### config.mk
export PLATFORM = sky130hd
export DESIGN_NAME = serial_addsub_unit_flat
export DESIGN_NICKNAME = d
export VERILOG_FILES = /design/src/rtl/serial_addsub_unit_pkg.sv /design/src/rtl/serial_addsub_unit_if.sv /design/src/rtl/serial_addsub_unit_slice.sv /design/src/rtl/serial_addsub_unit.sv /design/src/flat_wrapper.sv
export SDC_FILE = /design/constraint.sdc
export NUM_CORES = 1
export LEC_CHECK = 0
export BUFFER_PORTS_ARGS = -buffer_cell sky130_fd_sc_hd__buf_2
export CORE_ASPECT_RATIO = 1.4
export CORE_MARGIN = 4
export CORE_UTILIZATION = 49
export DETAILED_ROUTE_END_ITERATION = 6
export PLACE_DENSITY = 0.76
export SETUP_SLACK_MARGIN = 0.15
export SLEW_MARGIN = 20
export SYNTH_ARGS = -nofsm -noshare
export SYNTH_HDL_FRONTEND = slang
export SYNTH_SLANG_ARGS = --single-unit
### constraint.sdc
create_clock -name clock -period 3.1 [get_ports clock]
set_input_delay 0.155 -clock clock [delete_from_list [all_inputs] [get_ports clock]]
set_output_delay 0.155 -clock clock [all_outputs]
set_load 0.05 [all_outputs]
### src/rtl/serial_addsub_unit_pkg.sv
// Shared ALU definitions for the serial adder/subtractor.
// FSM state encoding and the slice width.
package alu_pkg;
  localparam int SLICE_W = 4;

  typedef enum logic [1:0] {
    IDLE,
    RUN,
    DONE
  } state_t;
endpackage

### src/rtl/serial_addsub_unit_if.sv
// Operand/result handshake bundle for the serial adder/subtractor.
// master = producer/consumer side, slave = the unit.
interface serial_addsub_unit_if #(
  parameter int WIDTH = 32
);
  logic             in_valid;
  logic             in_ready;
  logic             op_sub;
  logic [WIDTH-1:0] data_a;
  logic [WIDTH-1:0] data_b;
  logic             out_valid;
  logic             out_ready;
  logic [WIDTH-1:0] result;
  logic             carry_out;
  logic             overflow;
  logic             busy;

  modport master (
    output in_valid, op_sub, data_a, data_b, out_ready,
    input  in_ready, out_valid, result, carry_out, overflow, busy
  );

  modport slave (
    input  in_valid, op_sub, data_a, data_b, out_ready,
    output in_ready, out_valid, result, carry_out, overflow, busy
  );
endinterface

### src/rtl/serial_addsub_unit_slice.sv
// Combinational 4-bit adder slice with carry-out and carry into bit 3.
// c3 feeds the signed overflow term on the final slice.
module addsub_slice4 (
  input  logic [3:0] a,
  input  logic [3:0] b,
  input  logic       cin,
  output logic [3:0] sum,
  output logic       cout,
  output logic       c3
);
  logic [4:0] full;
  logic [3:0] low;

  assign full = {1'b0, a} + {1'b0, b} + {4'd0, cin};
  assign low  = {1'b0, a[2:0]} + {1'b0, b[2:0]} + {3'd0, cin};
  assign sum  = full[3:0];
  assign cout = full[4];
  assign c3   = low[3];
endmodule

### src/rtl/serial_addsub_unit.sv
// Multi-cycle adder/subtractor: one 4-bit slice per clock, LSB first.
// One slice adder is reused each RUN cycle with a registered carry.
module serial_addsub_unit
  import alu_pkg::*;
#(
  parameter int WIDTH = 32
) (
  input  logic                 clock,
  input  logic                 reset,
  serial_addsub_unit_if.slave  bus
);
  localparam int SLICES = WIDTH / SLICE_W;
  localparam int IDX_W  = (SLICES > 1) ? $clog2(SLICES) : 1;
  localparam logic [IDX_W-1:0] LAST = IDX_W'(SLICES - 1);

  if (WIDTH % SLICE_W != 0 || WIDTH < SLICE_W) begin : g_width_chk
    $error("serial_addsub_unit: WIDTH must be a multiple of 4");
  end

  state_t           state;
  state_t           state_nxt;
  logic [IDX_W-1:0] idx;
  logic [WIDTH-1:0] op_a;
  logic [WIDTH-1:0] op_b;
  logic [WIDTH-1:0] res;
  logic             carry;
  logic             cout_q;
  logic             ovf_q;
  logic [3:0]       sa;
  logic [3:0]       sb;
  logic [3:0]       ssum;
  logic             scout;
  logic             sc3;
  logic             last;

  assign last = (idx == LAST);
  assign sa   = op_a[SLICE_W*int'(idx) +: SLICE_W];
  assign sb   = op_b[SLICE_W*int'(idx) +: SLICE_W];

  addsub_slice4 u_slice (
    .a    (sa),
    .b    (sb),
    .cin  (carry),
    .sum  (ssum),
    .cout (scout),
    .c3   (sc3)
  );

  always_ff @(posedge clock) begin
    if (reset) state <= IDLE;
    else       state <= state_nxt;
  end

  always_comb begin
    state_nxt = state;
    unique case (state)
      IDLE:    if (bus.in_valid)  state_nxt = RUN;
      RUN:     if (last)          state_nxt = DONE;
      DONE:    if (bus.out_ready) state_nxt = IDLE;
      default: state_nxt = IDLE;
    endcase
  end

  // Subtract is A + ~B + 1: the +1 enters as the initial carry.
  always_ff @(posedge clock) begin
    if (reset) begin
      idx    <= '0;
      carry  <= 1'b0;
      op_a   <= '0;
      op_b   <= '0;
      res    <= '0;
      cout_q <= 1'b0;
      ovf_q  <= 1'b0;
    end else begin
      unique case (state)
        IDLE: begin
          if (bus.in_valid) begin
            op_a  <= bus.data_a;
            op_b  <= bus.op_sub ? ~bus.data_b : bus.data_b;
            carry <= bus.op_sub;
            idx   <= '0;
          end
        end
        RUN: begin
          res[SLICE_W*int'(idx) +: SLICE_W] <= ssum;
          carry <= scout;
          if (last) begin
            cout_q <= scout;
            ovf_q  <= sc3 ^ scout;
            idx    <= '0;
          end else begin
            idx <= idx + 1'b1;
          end
        end
        default: ;
      endcase
    end
  end

  assign bus.in_ready  = (state == IDLE) && !reset;
  assign bus.out_valid = (state == DONE);
  assign bus.busy      = (state != IDLE);
  assign bus.result    = res;
  assign bus.carry_out = cout_q;
  assign bus.overflow  = ovf_q;
endmodule

### src/flat_wrapper.sv
// flat-port wrapper written by rule: the top's interface ports become plain ports
module serial_addsub_unit_flat import alu_pkg::*;
#(
  parameter int WIDTH = 32
)
  (clock, reset, bus_in_valid, bus_op_sub, bus_data_a, bus_data_b, bus_out_ready, bus_in_ready, bus_out_valid, bus_result, bus_carry_out, bus_overflow, bus_busy);
  serial_addsub_unit_if #(.WIDTH(WIDTH)) bus_i ();
  input  logic clock;
  input  logic reset;
  input wire logic [$bits(bus_i.in_valid)-1:0] bus_in_valid;
  input wire logic [$bits(bus_i.op_sub)-1:0] bus_op_sub;
  input wire logic [$bits(bus_i.data_a)-1:0] bus_data_a;
  input wire logic [$bits(bus_i.data_b)-1:0] bus_data_b;
  input wire logic [$bits(bus_i.out_ready)-1:0] bus_out_ready;
  output wire logic [$bits(bus_i.in_ready)-1:0] bus_in_ready;
  output wire logic [$bits(bus_i.out_valid)-1:0] bus_out_valid;
  output wire logic [$bits(bus_i.result)-1:0] bus_result;
  output wire logic [$bits(bus_i.carry_out)-1:0] bus_carry_out;
  output wire logic [$bits(bus_i.overflow)-1:0] bus_overflow;
  output wire logic [$bits(bus_i.busy)-1:0] bus_busy;
  assign bus_i.in_valid = bus_in_valid;
  assign bus_i.op_sub = bus_op_sub;
  assign bus_i.data_a = bus_data_a;
  assign bus_i.data_b = bus_data_b;
  assign bus_i.out_ready = bus_out_ready;
  assign bus_in_ready = bus_i.in_ready;
  assign bus_out_valid = bus_i.out_valid;
  assign bus_result = bus_i.result;
  assign bus_carry_out = bus_i.carry_out;
  assign bus_overflow = bus_i.overflow;
  assign bus_busy = bus_i.busy;
  serial_addsub_unit #(.WIDTH(WIDTH)) u_core (.clock(clock), .reset(reset), .bus(bus_i));
endmodule
==> key figures <==
Power
  – Tot Pwr: 3.04 mW
  – Pwr dens: 517 nW/um^2
  – Clock Power Share: 36.8%
  – Psw: 802 uW
  – Lkg Pwr: 2.40 nW
  – Sequential power share: 47.5%
  – VDD IR max: 0.000290 V
  – Switching portion of total power: 26.4%
  – Pint: 2.24 mW
  – Combinational Power Share: 15.7%

STA
  – Min Tclk post-route: 2850 ps
  – Slew margin rel.: 41.7%
  – Final TNS setup: 0 ps
  – Final WS setup: 250 ps
  – Fmax: 0.351 GHz
  – Final setup viols: 0
  – Worst hold margin: 43.4 ps
  – Pins Over Slew Limit: 0
  – Crit share post-route: 92.0%
  – Slew @ Worst Pin: 874 ps
  – Final Skew: 4.77 ps
  – Final hold vios: 0
  – RSZ-0062 raised after global routing: true

Worst setup path
  – Reg2reg end: u_core.bus.overflow
  – Register-to-register path setup slack: 250 ps
  – Data arrival time of the critical path: 3100 ps
  – Setup crit start kind: flip-flop
  – CP max-delay cell: mux4_2
  – CP Max Fanout: 9
  – Worst setup EP type: flip-flop
  – Worst-path cell chain: mux4_2, nand2_1, nand2_1, fa_1, fa_1, a21o_1, a21oi_2, xnor2_1, a311oi_1
  – Worst r2r src: u_core.idx[0]
  – Slowest stage delay, CP: 510 ps
  – R2R depth: 9
  – Worst path required time: 3350 ps
  – CP Class: reg -> reg

Global routing
  – Largest net degree at the start of global routing: 99
  – Vias in the first global route: 3974
  – GR Overflow Total: 0
  – Overall Global Routing Usage: 19.6%
  – First-pass GRT wire length: 18.6 mm
  – Initial antenna violation count: 0

Layout
  – Finished Cell Area: 5870 um^2
  – # fillers: 914
  – Commonest non-fill, non-tap cell in the layout: nand2_1
  – Most frequent cells in the layout: nand2_1, buf_2, dfxtp_1
  – Non-filler cells in the finished layout: 770
  – P&R area growth vs syn: 18.2%
  – NumNets Final: 711
  – Share of cells above drive strength 1: 26.6%
  – Fin util: 59.3%
  – Ant diodes: 0

Run status
  – Run status: finished, final reports clean

Hold path
  – Hold_sp: bus_data_a[19]
  – Hold Path Sink: u_core.op_a[19]
  – WHS Path Cells: 3
  – Min-Delay Path Class: in -> reg

Yosys
  – Synth warn: 0
  – Mapped Area: 4960 um^2
  – Syn avg cell area: 9.14 um^2
  – Seq/Total Area, Yosys: 41.9%
  – Syn_nets: 624
  – Most common flop cell mapped by yosys: dfxtp_1
  – Fraction of registers with async set/reset: 0%
  – Post-Syn Instances: 543
  – Post-synth EDFFs: 0
  – Seq cells post-synth: 104
  – Synth unique cells: 48

CTS
  – Num CTS Buffers: 9
  – H-tree levels: 3
  – Clock transition at the registers of the reported paths: 70 ps
  – Clock root cell: clkbuf_16
  – CTS tree: yes
  – Num Clock Sinks: 104
  – Maximum clock insertion buffer count: 2
  – Later-pin clock latency in the skew report: 350 ps

Placed design
  – RePlAce Congestion: 0.888
  – Dpl ws: 124 ps
  – DP HPWL: 8.45 mm
  – IO Port Bufs: 105
  – Area after DPL: 5550 um^2
  – Placed cells: 752

Routing
  – DRC: 0
  – Via density: 5.31
  – Post-route ant nets: 0
  – DRT iter0 DRCs: 222
  – Post-DR wirelength/cell: 14.6 um
  – Total number of vias: 4085
  – Routed WL: 11.2 mm
  – Drt pass-1 iters: 4

Die
  – Starting Density: 50.2%
  – FP Rows: 43
  – DIE HEIGHT: 127 um
  – Core region area: 9900 um^2
  – Full die area: 11800 um^2
  – I/O pin cnt: 106
  – Die W: 93.1 um

Run
  – Max-Cap Viols: 0
logic make-up (layout without fill, tap and decap cells):
logic type                 count (synthesis)  in the layout  share of synthesized area (%)
AOI/OAI and AO/OA                        103            103                           13.5
muxes                                     24             24                           8.87
buffers and inverters                     48            140                           4.99
and+or+nand+nor                          217            217                           21.0
adders and majority gates                 12             12                           3.33
xor gates and xnor gates                  35             35                           6.33
DFF                                      104            104                           41.9
routing by layer:
metal  global-route usage [%]  vias up  wire, um
met5                        0        -         0
met4                     9.92        0       318
met3                     2.94       24       482
met2                     34.4       90      5920
met1                     23.1     1908      4530
li1                         -     2063         -
worst max path at each step:
stage	from	endpoint	slack, ps	cells after the start
2_1_floorplan	u_core.idx[0]	u_core.bus.overflow	190	11
3_3_place_gp	u_core.idx[0]	u_core.bus.overflow	300	9
3_5_place_dp	u_core.idx[0]	u_core.bus.overflow	120	9
4_1_cts	u_core.idx[0]	u_core.bus.overflow	210	9
5_1_grt	u_core.idx[0]	u_core.bus.overflow	140	9
6_report	u_core.idx[0]	u_core.bus.overflow	250	9
cells in the mapped netlist (3+ instances only):
cell | n | share of area [%]
o41ai_2 | 3 | 0.98
buf_2 | 21 | 2.1
nor3_1 | 3 | 0.30
a21oi_1 | 54 | 5.4
and3_1 | 4 | 0.50
nand3b_1 | 10 | 1.5
nor4b_1 | 3 | 0.53
buf_6 | 4 | 0.91
o41ai_1 | 3 | 0.53
inv_1 | 4 | 0.30
nor2_1 | 47 | 3.6
clkbuf_1 | 14 | 1.1
buf_4 | 3 | 0.45
a211oi_1 | 32 | 4.8
ha_1 | 10 | 2.5
dfxtp_1 | 104 | 42
nand2_1 | 113 | 8.5
xnor2_1 | 34 | 6.0
mux2i_1 | 8 | 1.6
nand3_1 | 18 | 1.8
mux4_2 | 16 | 7.3
worst max-delay path, delay by kind of cell, from the launching register on:
| family | cells | cell delay [ps] |
|---|---|---|
| muxes | 1 | 510 |
| and+or+nand+nor | 2 | 160 |
| DFF | 1 | 420 |
| adders and majority gates | 2 | 880 |
| xor gates and xnor gates | 1 | 110 |
| AOI/OAI and AO/OA | 3 | 670 |
flip-flops by register name (all words and copies together) (netlist names):
| signal | count |
|---|---|
| u_core.carry | 1 |
| u_core.op_b | 32 |
| u_core.op_a | 32 |
| u_core.bus.overflow | 1 |
| u_core.bus.carry_out | 1 |
| u_core.bus.result | 32 |
| u_core.idx | 3 |
| u_core.state | 2 |
power by group through the flow:
stage | sequential (mW) | clock, mW | combinational (mW)
detailed placement | 1.47 | 0 | 0.477
floorplan | 1.47 | 0 | 0.342
global placement | 1.47 | 0 | 0.463
global route | 1.45 | 1.19 | 0.529
CTS | 1.44 | 1.14 | 0.479
finish | 1.44 | 1.12 | 0.478
layout make-up:
cell class / instances / area [um^2] / area share (%)
Multi-Input combinational cell: 391 / 2640 / 45.0
Sequential cell: 104 / 2090 / 35.5
Timing Repair Buffer: 118 / 651 / 11.1
Clock buffer: 9 / 225 / 3.84
Tap cell: 135 / 169 / 2.88
Clock inverter: 7 / 72.6 / 1.24
Inverter: 6 / 22.5 / 0.384
repair_timing:
item / in CTS / in global routing
endpoints found under the setup margin: 1 / 1
resized for setup: 1 / 0
hold buffers: 0 / 0
setup buffers: 0 / 2
No activity file was read; power rests on OpenSTA's default activity.
